File: src/rtl/cplx_pkg.sv
// -----------------------------------------------------------------------------
// cplx_pkg
// Shared definitions for the complex ALU that sits downstream of the complex
// register bank.
// Contents:
//   W              : width of one real or imaginary field
//   OP_*           : 3-bit opcodes accepted on the ALU 'op' port
//   ST_*           : FSM state encoding for cplx_alu
//   RE(x) / IM(x)  : field extraction from a packed {re, im} word
// Configuration macro used by the datapath: CPLX_ALU_SAT_EN
// -----------------------------------------------------------------------------
package cplx_pkg;

    localparam int W = 32;

    // Opcodes
    localparam logic [2:0] OP_ADD    = 3'b000;
    localparam logic [2:0] OP_SUB    = 3'b001;
    localparam logic [2:0] OP_MUL    = 3'b010;
    localparam logic [2:0] OP_MAC    = 3'b011;
    localparam logic [2:0] OP_CONJ   = 3'b100;
    localparam logic [2:0] OP_NEG    = 3'b101;
    localparam logic [2:0] OP_CLRACC = 3'b110;
    localparam logic [2:0] OP_RSVD   = 3'b111;

    // FSM state encoding
    localparam logic [2:0] ST_IDLE = 3'd0;
    localparam logic [2:0] ST_EXEC = 3'd1;
    localparam logic [2:0] ST_M0   = 3'd2;
    localparam logic [2:0] ST_M1   = 3'd3;
    localparam logic [2:0] ST_M2   = 3'd4;
    localparam logic [2:0] ST_M3   = 3'd5;
    localparam logic [2:0] ST_COMB = 3'd6;

    // Real part lives in the upper half of a packed complex word
    function automatic logic [W-1:0] RE(input logic [2*W-1:0] x);
        return x[2*W-1:W];
    endfunction

    // Imaginary part lives in the lower half of a packed complex word
    function automatic logic [W-1:0] IM(input logic [2*W-1:0] x);
        return x[W-1:0];
    endfunction

endpackage

File: src/rtl/cplx_sat.sv
// -----------------------------------------------------------------------------
// cplx_sat
// Combinational reduction of a wider two's-complement value to OW bits.
//   CPLX_ALU_SAT_EN defined   : clamp to [-2^(OW-1), 2^(OW-1)-1]
//   CPLX_ALU_SAT_EN undefined : keep the low OW bits (wrap)
// Ports:
//   val_i  in  IW  signed input value
//   val_o  out OW  clamped / truncated result
// -----------------------------------------------------------------------------
module cplx_sat #(
    parameter int IW = 33,
    parameter int OW = 32
) (
    input  logic signed [IW-1:0] val_i,
    output logic        [OW-1:0] val_o
);

`ifdef CPLX_ALU_SAT_EN
    // Bounds expressed at the input width so the comparison stays signed
    localparam logic signed [IW-1:0] MAX_V = $signed({{(IW-OW+1){1'b0}}, {(OW-1){1'b1}}});
    localparam logic signed [IW-1:0] MIN_V = $signed({{(IW-OW+1){1'b1}}, {(OW-1){1'b0}}});

    // Clamp out-of-range values to the nearest representable bound
    always_comb begin
        if (val_i > MAX_V) begin
            val_o = {1'b0, {(OW-1){1'b1}}};
        end else if (val_i < MIN_V) begin
            val_o = {1'b1, {(OW-1){1'b0}}};
        end else begin
            val_o = val_i[OW-1:0];
        end
    end
`else
    // Upper bits are intentionally discarded in the wrapping build
    logic unused_hi_s;
    assign unused_hi_s = ^val_i[IW-1:OW];

    // Plain truncation: arithmetic wraps modulo 2^OW
    always_comb begin
        val_o = val_i[OW-1:0];
    end
`endif

endmodule

File: src/rtl/cplx_alu.sv
// -----------------------------------------------------------------------------
// cplx_alu
// Sequential complex ALU: add, sub, mul, mac, conj, neg, clear-accumulator.
// Operands are packed {re[2W-1:W], im[W-1:0]}. Multiplication reuses one
// W x W signed multiplier over four cycles (M0..M3) then combines in COMB.
// Optional saturation: define CPLX_ALU_SAT_EN (default build wraps).
// Ports:
//   clock   in   1    posedge clock
//   reset   in   1    synchronous, active-high
//   start   in   1    request, sampled only while idle
//   op      in   3    opcode, captured with start
//   opA     in   2W   operand A (bank outA)
//   opB     in   2W   operand B (bank outB)
//   busy    out  1    high while the FSM is not idle
//   done    out  1    one-cycle pulse, result valid
//   result  out  2W   registered result, held until the next done
//   wen     out  1    copy of done, drives bank regwen
// -----------------------------------------------------------------------------
module cplx_alu #(
    parameter int W = 32
) (
    input  logic           clock,
    input  logic           reset,
    input  logic           start,
    input  logic [2:0]     op,
    input  logic [2*W-1:0] opA,
    input  logic [2*W-1:0] opB,
    output logic           busy,
    output logic           done,
    output logic [2*W-1:0] result,
    output logic           wen
);

    import cplx_pkg::*;

    // State and captured operands
    logic [2:0]     state_q, state_d;
    logic [2:0]     op_q, op_d;
    logic [2*W-1:0] a_q, a_d;
    logic [2*W-1:0] b_q, b_d;
    logic [W-1:0]   p0_q, p0_d;
    logic [W-1:0]   p1_q, p1_d;
    logic [W-1:0]   p2_q, p2_d;
    logic [W-1:0]   p3_q, p3_d;
    logic [2*W-1:0] acc_q, acc_d;
    logic [2*W-1:0] result_q, result_d;
    logic           done_q, done_d;
    logic           busy_q, busy_d;

    // Sign-extended operand fields (one guard bit keeps sums exact)
    logic signed [W:0] ar_x_s, ai_x_s, br_x_s, bi_x_s;
    assign ar_x_s = {a_q[2*W-1], a_q[2*W-1:W]};
    assign ai_x_s = {a_q[W-1],   a_q[W-1:0]};
    assign br_x_s = {b_q[2*W-1], b_q[2*W-1:W]};
    assign bi_x_s = {b_q[W-1],   b_q[W-1:0]};

    // ---------------- single-cycle ops ----------------
    logic signed [W:0] simple_re_w_s, simple_im_w_s;
    logic [W-1:0]      simple_re_s, simple_im_s;

    // Exact (W+1)-bit result of the non-multiply operations
    always_comb begin
        simple_re_w_s = ar_x_s;
        simple_im_w_s = ai_x_s;
        case (op_q)
            OP_ADD: begin
                simple_re_w_s = ar_x_s + br_x_s;
                simple_im_w_s = ai_x_s + bi_x_s;
            end
            OP_SUB: begin
                simple_re_w_s = ar_x_s - br_x_s;
                simple_im_w_s = ai_x_s - bi_x_s;
            end
            OP_CONJ: begin
                simple_re_w_s = ar_x_s;
                simple_im_w_s = -ai_x_s;
            end
            OP_NEG: begin
                simple_re_w_s = -ar_x_s;
                simple_im_w_s = -ai_x_s;
            end
            default: begin
                simple_re_w_s = ar_x_s;
                simple_im_w_s = ai_x_s;
            end
        endcase
    end

    cplx_sat #(.IW(W+1), .OW(W)) u_sat_simple_re (.val_i(simple_re_w_s), .val_o(simple_re_s));
    cplx_sat #(.IW(W+1), .OW(W)) u_sat_simple_im (.val_i(simple_im_w_s), .val_o(simple_im_s));

    // ---------------- shared multiplier ----------------
    logic [W-1:0]   mul_a_s, mul_b_s;
    logic [2*W-1:0] mul_full_s;
    logic [W-1:0]   mul_sat_s;

    // Steer the operand pair for the partial product owned by each M state
    always_comb begin
        mul_a_s = a_q[2*W-1:W];
        mul_b_s = b_q[2*W-1:W];
        case (state_q)
            ST_M0: begin mul_a_s = a_q[2*W-1:W]; mul_b_s = b_q[2*W-1:W]; end
            ST_M1: begin mul_a_s = a_q[W-1:0];   mul_b_s = b_q[W-1:0];   end
            ST_M2: begin mul_a_s = a_q[2*W-1:W]; mul_b_s = b_q[W-1:0];   end
            ST_M3: begin mul_a_s = a_q[W-1:0];   mul_b_s = b_q[2*W-1:W]; end
            default: begin mul_a_s = a_q[2*W-1:W]; mul_b_s = b_q[2*W-1:W]; end
        endcase
    end

    // Sign-extend to 2W so the low 2W bits of the product are the signed product
    assign mul_full_s = {{W{mul_a_s[W-1]}}, mul_a_s} * {{W{mul_b_s[W-1]}}, mul_b_s};

    cplx_sat #(.IW(2*W), .OW(W)) u_sat_prod (.val_i(mul_full_s), .val_o(mul_sat_s));

    // ---------------- combine and accumulate ----------------
    logic signed [W:0] comb_re_w_s, comb_im_w_s;
    logic [W-1:0]      comb_re_s, comb_im_s;
    logic signed [W:0] mac_re_w_s, mac_im_w_s;
    logic [W-1:0]      mac_re_s, mac_im_s;
    logic signed [W:0] p0_x_s, p1_x_s, p2_x_s, p3_x_s;

    assign p0_x_s = {p0_q[W-1], p0_q};
    assign p1_x_s = {p1_q[W-1], p1_q};
    assign p2_x_s = {p2_q[W-1], p2_q};
    assign p3_x_s = {p3_q[W-1], p3_q};

    assign comb_re_w_s = p0_x_s - p1_x_s;
    assign comb_im_w_s = p2_x_s + p3_x_s;

    cplx_sat #(.IW(W+1), .OW(W)) u_sat_comb_re (.val_i(comb_re_w_s), .val_o(comb_re_s));
    cplx_sat #(.IW(W+1), .OW(W)) u_sat_comb_im (.val_i(comb_im_w_s), .val_o(comb_im_s));

    assign mac_re_w_s = $signed({acc_q[2*W-1], acc_q[2*W-1:W]}) + $signed({comb_re_s[W-1], comb_re_s});
    assign mac_im_w_s = $signed({acc_q[W-1], acc_q[W-1:0]})     + $signed({comb_im_s[W-1], comb_im_s});

    cplx_sat #(.IW(W+1), .OW(W)) u_sat_mac_re (.val_i(mac_re_w_s), .val_o(mac_re_s));
    cplx_sat #(.IW(W+1), .OW(W)) u_sat_mac_im (.val_i(mac_im_w_s), .val_o(mac_im_s));

    // ---------------- control ----------------

    // FSM next state and next values of every datapath register
    always_comb begin
        state_d  = state_q;
        op_d     = op_q;
        a_d      = a_q;
        b_d      = b_q;
        p0_d     = p0_q;
        p1_d     = p1_q;
        p2_d     = p2_q;
        p3_d     = p3_q;
        acc_d    = acc_q;
        result_d = result_q;
        done_d   = 1'b0;
        case (state_q)
            ST_IDLE: begin
                if (start) begin
                    op_d = op;
                    a_d  = opA;
                    b_d  = opB;
                    if ((op == OP_MUL) || (op == OP_MAC)) begin
                        state_d = ST_M0;
                    end else begin
                        state_d = ST_EXEC;
                    end
                end else begin
                    state_d = ST_IDLE;
                end
            end
            ST_EXEC: begin
                state_d = ST_IDLE;
                done_d  = 1'b1;
                case (op_q)
                    OP_ADD, OP_SUB, OP_CONJ, OP_NEG: begin
                        result_d = {simple_re_s, simple_im_s};
                    end
                    OP_CLRACC: begin
                        acc_d    = {(2*W){1'b0}};
                        result_d = {(2*W){1'b0}};
                    end
                    default: begin
                        // reserved opcode: handshake only, result held
                        result_d = result_q;
                    end
                endcase
            end
            ST_M0: begin
                p0_d    = mul_sat_s;
                state_d = ST_M1;
            end
            ST_M1: begin
                p1_d    = mul_sat_s;
                state_d = ST_M2;
            end
            ST_M2: begin
                p2_d    = mul_sat_s;
                state_d = ST_M3;
            end
            ST_M3: begin
                p3_d    = mul_sat_s;
                state_d = ST_COMB;
            end
            ST_COMB: begin
                state_d = ST_IDLE;
                done_d  = 1'b1;
                if (op_q == OP_MAC) begin
                    acc_d    = {mac_re_s, mac_im_s};
                    result_d = {mac_re_s, mac_im_s};
                end else begin
                    result_d = {comb_re_s, comb_im_s};
                end
            end
            default: begin
                state_d = ST_IDLE;
            end
        endcase
        busy_d = (state_d != ST_IDLE);
    end

    // State and datapath registers with synchronous reset
    always_ff @(posedge clock) begin
        if (reset) begin
            state_q  <= ST_IDLE;
            op_q     <= 3'b000;
            a_q      <= {(2*W){1'b0}};
            b_q      <= {(2*W){1'b0}};
            p0_q     <= {W{1'b0}};
            p1_q     <= {W{1'b0}};
            p2_q     <= {W{1'b0}};
            p3_q     <= {W{1'b0}};
            acc_q    <= {(2*W){1'b0}};
            result_q <= {(2*W){1'b0}};
            done_q   <= 1'b0;
            busy_q   <= 1'b0;
        end else begin
            state_q  <= state_d;
            op_q     <= op_d;
            a_q      <= a_d;
            b_q      <= b_d;
            p0_q     <= p0_d;
            p1_q     <= p1_d;
            p2_q     <= p2_d;
            p3_q     <= p3_d;
            acc_q    <= acc_d;
            result_q <= result_d;
            done_q   <= done_d;
            busy_q   <= busy_d;
        end
    end

    assign busy   = busy_q;
    assign done   = done_q;
    assign wen    = done_q;
    assign result = result_q;

endmodule

File: config.mk
export PLATFORM = sky130hd
export DESIGN_NAME = cplx_alu
export DESIGN_NICKNAME = d
export VERILOG_FILES = /design/src/rtl/cplx_pkg.sv /design/src/rtl/cplx_sat.sv /design/src/rtl/cplx_alu.sv
export SDC_FILE = /design/constraint.sdc
export NUM_CORES = 2
export LEC_CHECK = 0
export CAP_MARGIN = 25
export CORE_AREA = 2 2 347 349
export DETAILED_ROUTE_END_ITERATION = 12
export DIE_AREA = 0 0 349 351
export PLACE_DENSITY = 0.77
export SYNTH_ARGS = -nofsm -noshare
export SYNTH_HDL_FRONTEND = slang
export SYNTH_HIERARCHICAL = 1
export SYNTH_SLANG_ARGS = --single-unit
File: constraint.sdc
create_clock -name clock -period 29 [get_ports clock]
set_input_delay 4.35 -clock clock [delete_from_list [all_inputs] [get_ports clock]]
set_output_delay 4.35 -clock clock [all_outputs]
set_load 0.005 [all_outputs]
==> reports/results.ini <==
[flow_run]
cap_violations=0

[global_route]
overflow=0
grt_usage=0.250
grt_max_degree=132
grt_first_pass_wirelength_um=235000
antenna_found_initial=7
grt_pass1_vias=39300

[setup_path]
cp.required_ns=29.53
cp_max_fo=65
max_stage_delay_ns=0.96
critical_path_class=register to register
cp.arrival_ns=10.39
critical_path.endpoint_type=register
r2r_slack_ns=19.14
cp-start-kind=register
r2r-end=p0_q[30]$_SDFFE_PP0N_
critPathCapture=p0_q[30]$_SDFFE_PP0N_
crit_start=state_q[2]$_SDFF_PP0_
worst_path_most_repeated_cell=fa_1
r2r_cells=30
cp_slowest_cell=mux2i_1
worstReg2RegStart=state_q[2]$_SDFF_PP0_

[clocking]
cts-hold-fix-buffers=0
clk_pin_slew_ns=0.07
postCtsSetupBuffers=0
cts_buffer_depth=3
cts_buffers=40
cts-htree-levels=2
cts_num_sinks=392
clock-root-buffer=clkbuf_16
clk_latency_ns=0.62
ctsResizeCount=0
cts_tree=built

[worst_hold_path]
hp-start=p1_q[22]$_SDFFE_PP0N_
hold_path.class=register to register

[cells_and_area]
areaGrowthSynthToFinish_pct=6.13
final_nets=6586
final_common_cell=nand2_1
final_layout_size_suffix_gt1_frac=0.0459
layout_common_cells=nand2_1, a21oi_1, inv_1

[timing]
maxSlewViolCount=0
setup-tns-final_ns=0
setup_violations=0
finalCritPeriodShare=0.340
max_slew_margin=0.211
fin_crit_ns=9.86
hold_viol_final=0
skew_ns=0.0337
tightest_slew_ns=1.17
rsz0062_at_grt=no
fmax_mhz=101

[synthesis]
avgSynthCellArea_um2=7.69
synthCells=5955
yosysWarningCount=6
syn_area_um2=45800
synth_fp_nets=6882

[status]
status=complete, no violations

[die]
start_util=0.385
row_count=127
ios=201
coreArea_um2=119000
dieWidth_um=349
die_area_um2=122000
fp.dieH_um=351

[pwr]
powerDensity_nw_per_um2=45.7
leakagePower_nw=20.8
ir_worst_vdd_v=0.0000448
p_total_w=0.00222

[drt]
drc=0
drtPass1Iterations=8
totalWireLength_um=157000
ant_nets=0
num_vias=41200
drtIter0Drc=4474
vias_per_cell=5.69
wl_per_cell_um=21.7

[placement]
place.gp.congestion=1.04
port-buffer-count=200
hpwl_um=123000

## worst max-delay path: cells and delay by family, from the launching register on
family | cells | cell delay, ns
flops | 1 | 0.37
buf+inv | 7 | 1.43
mux | 1 | 0.96
fa+ha+maj | 9 | 4.40
simple gates | 7 | 0.99
compound gates | 5 | 1.15
xor+xnor | 1 | 0.39
## metrics by stage
step	setup slack, ns	hold slack [ns]	util	cells	instance area [um2]
CTS	19.18	0.455	0.408	7235	48600
global placement	19.40	0.442	0.396	7162	47200
finish	19.14	0.457	0.408	7240	48600
global route	18.65	0.471	0.408	7238	48600
floorplan	20.01	0.436	-	5955	45800
detailed placement	19.20	0.447	0.396	7163	47200
## layout make-up
| class | instances | area (um2) |
|---|---|---|
| clock buffer | 49 | 1080 |
| tap | 1548 | 1940 |
| antenna | 3 | 7.51 |
| clock inverter | 23 | 290 |
| fill | 11700 | 70400 |
| timing repair buffer | 270 | 2530 |
| inverter | 549 | 2060 |
| multi-input combinational | 4406 | 32800 |
| sequential | 392 | 7850 |
## sequential cells by signal, indices dropped and copies added, names as in the netlist, 32 cells and up
name	flops
result	64
p3_q	32
p1_q	32
p2_q	32
b_q	64
acc_q	64
p0_q	32
a_q	64
## routing by layer
layer	global-route usage	wire (um)	up-vias
li1	-	-	18700
met1	0.331	61500	19800
met2	0.374	66100	2304
met3	0.0729	20900	395
met4	0.117	8330	4
met5	0	30	-
## report_power, final
| group | internal [W] | switching [W] | total, W |
|---|---|---|---|
| Combinational | 0.000360 | 0.000684 | 0.00104 |
| Clock | 0.000307 | 0.000249 | 0.000556 |
| Sequential | 0.000565 | 0.0000525 | 0.000618 |
| Total | 0.00123 | 0.000985 | 0.00222 |
## how the worst min path moves through the flow
stage,end,cells past startpoint
2_1_floorplan,acc_q[0]$_SDFFE_PP0P_,2
3_3_place_gp,acc_q[50]$_SDFFE_PP0P_,2
3_5_place_dp,p1_q[31]$_SDFFE_PP0N_,2
4_1_cts,p1_q[31]$_SDFFE_PP0N_,2
5_1_grt,acc_q[41]$_SDFFE_PP0P_,2
6_report,p1_q[22]$_SDFFE_PP0N_,2
No activity file was read; power rests on OpenSTA's default activity.
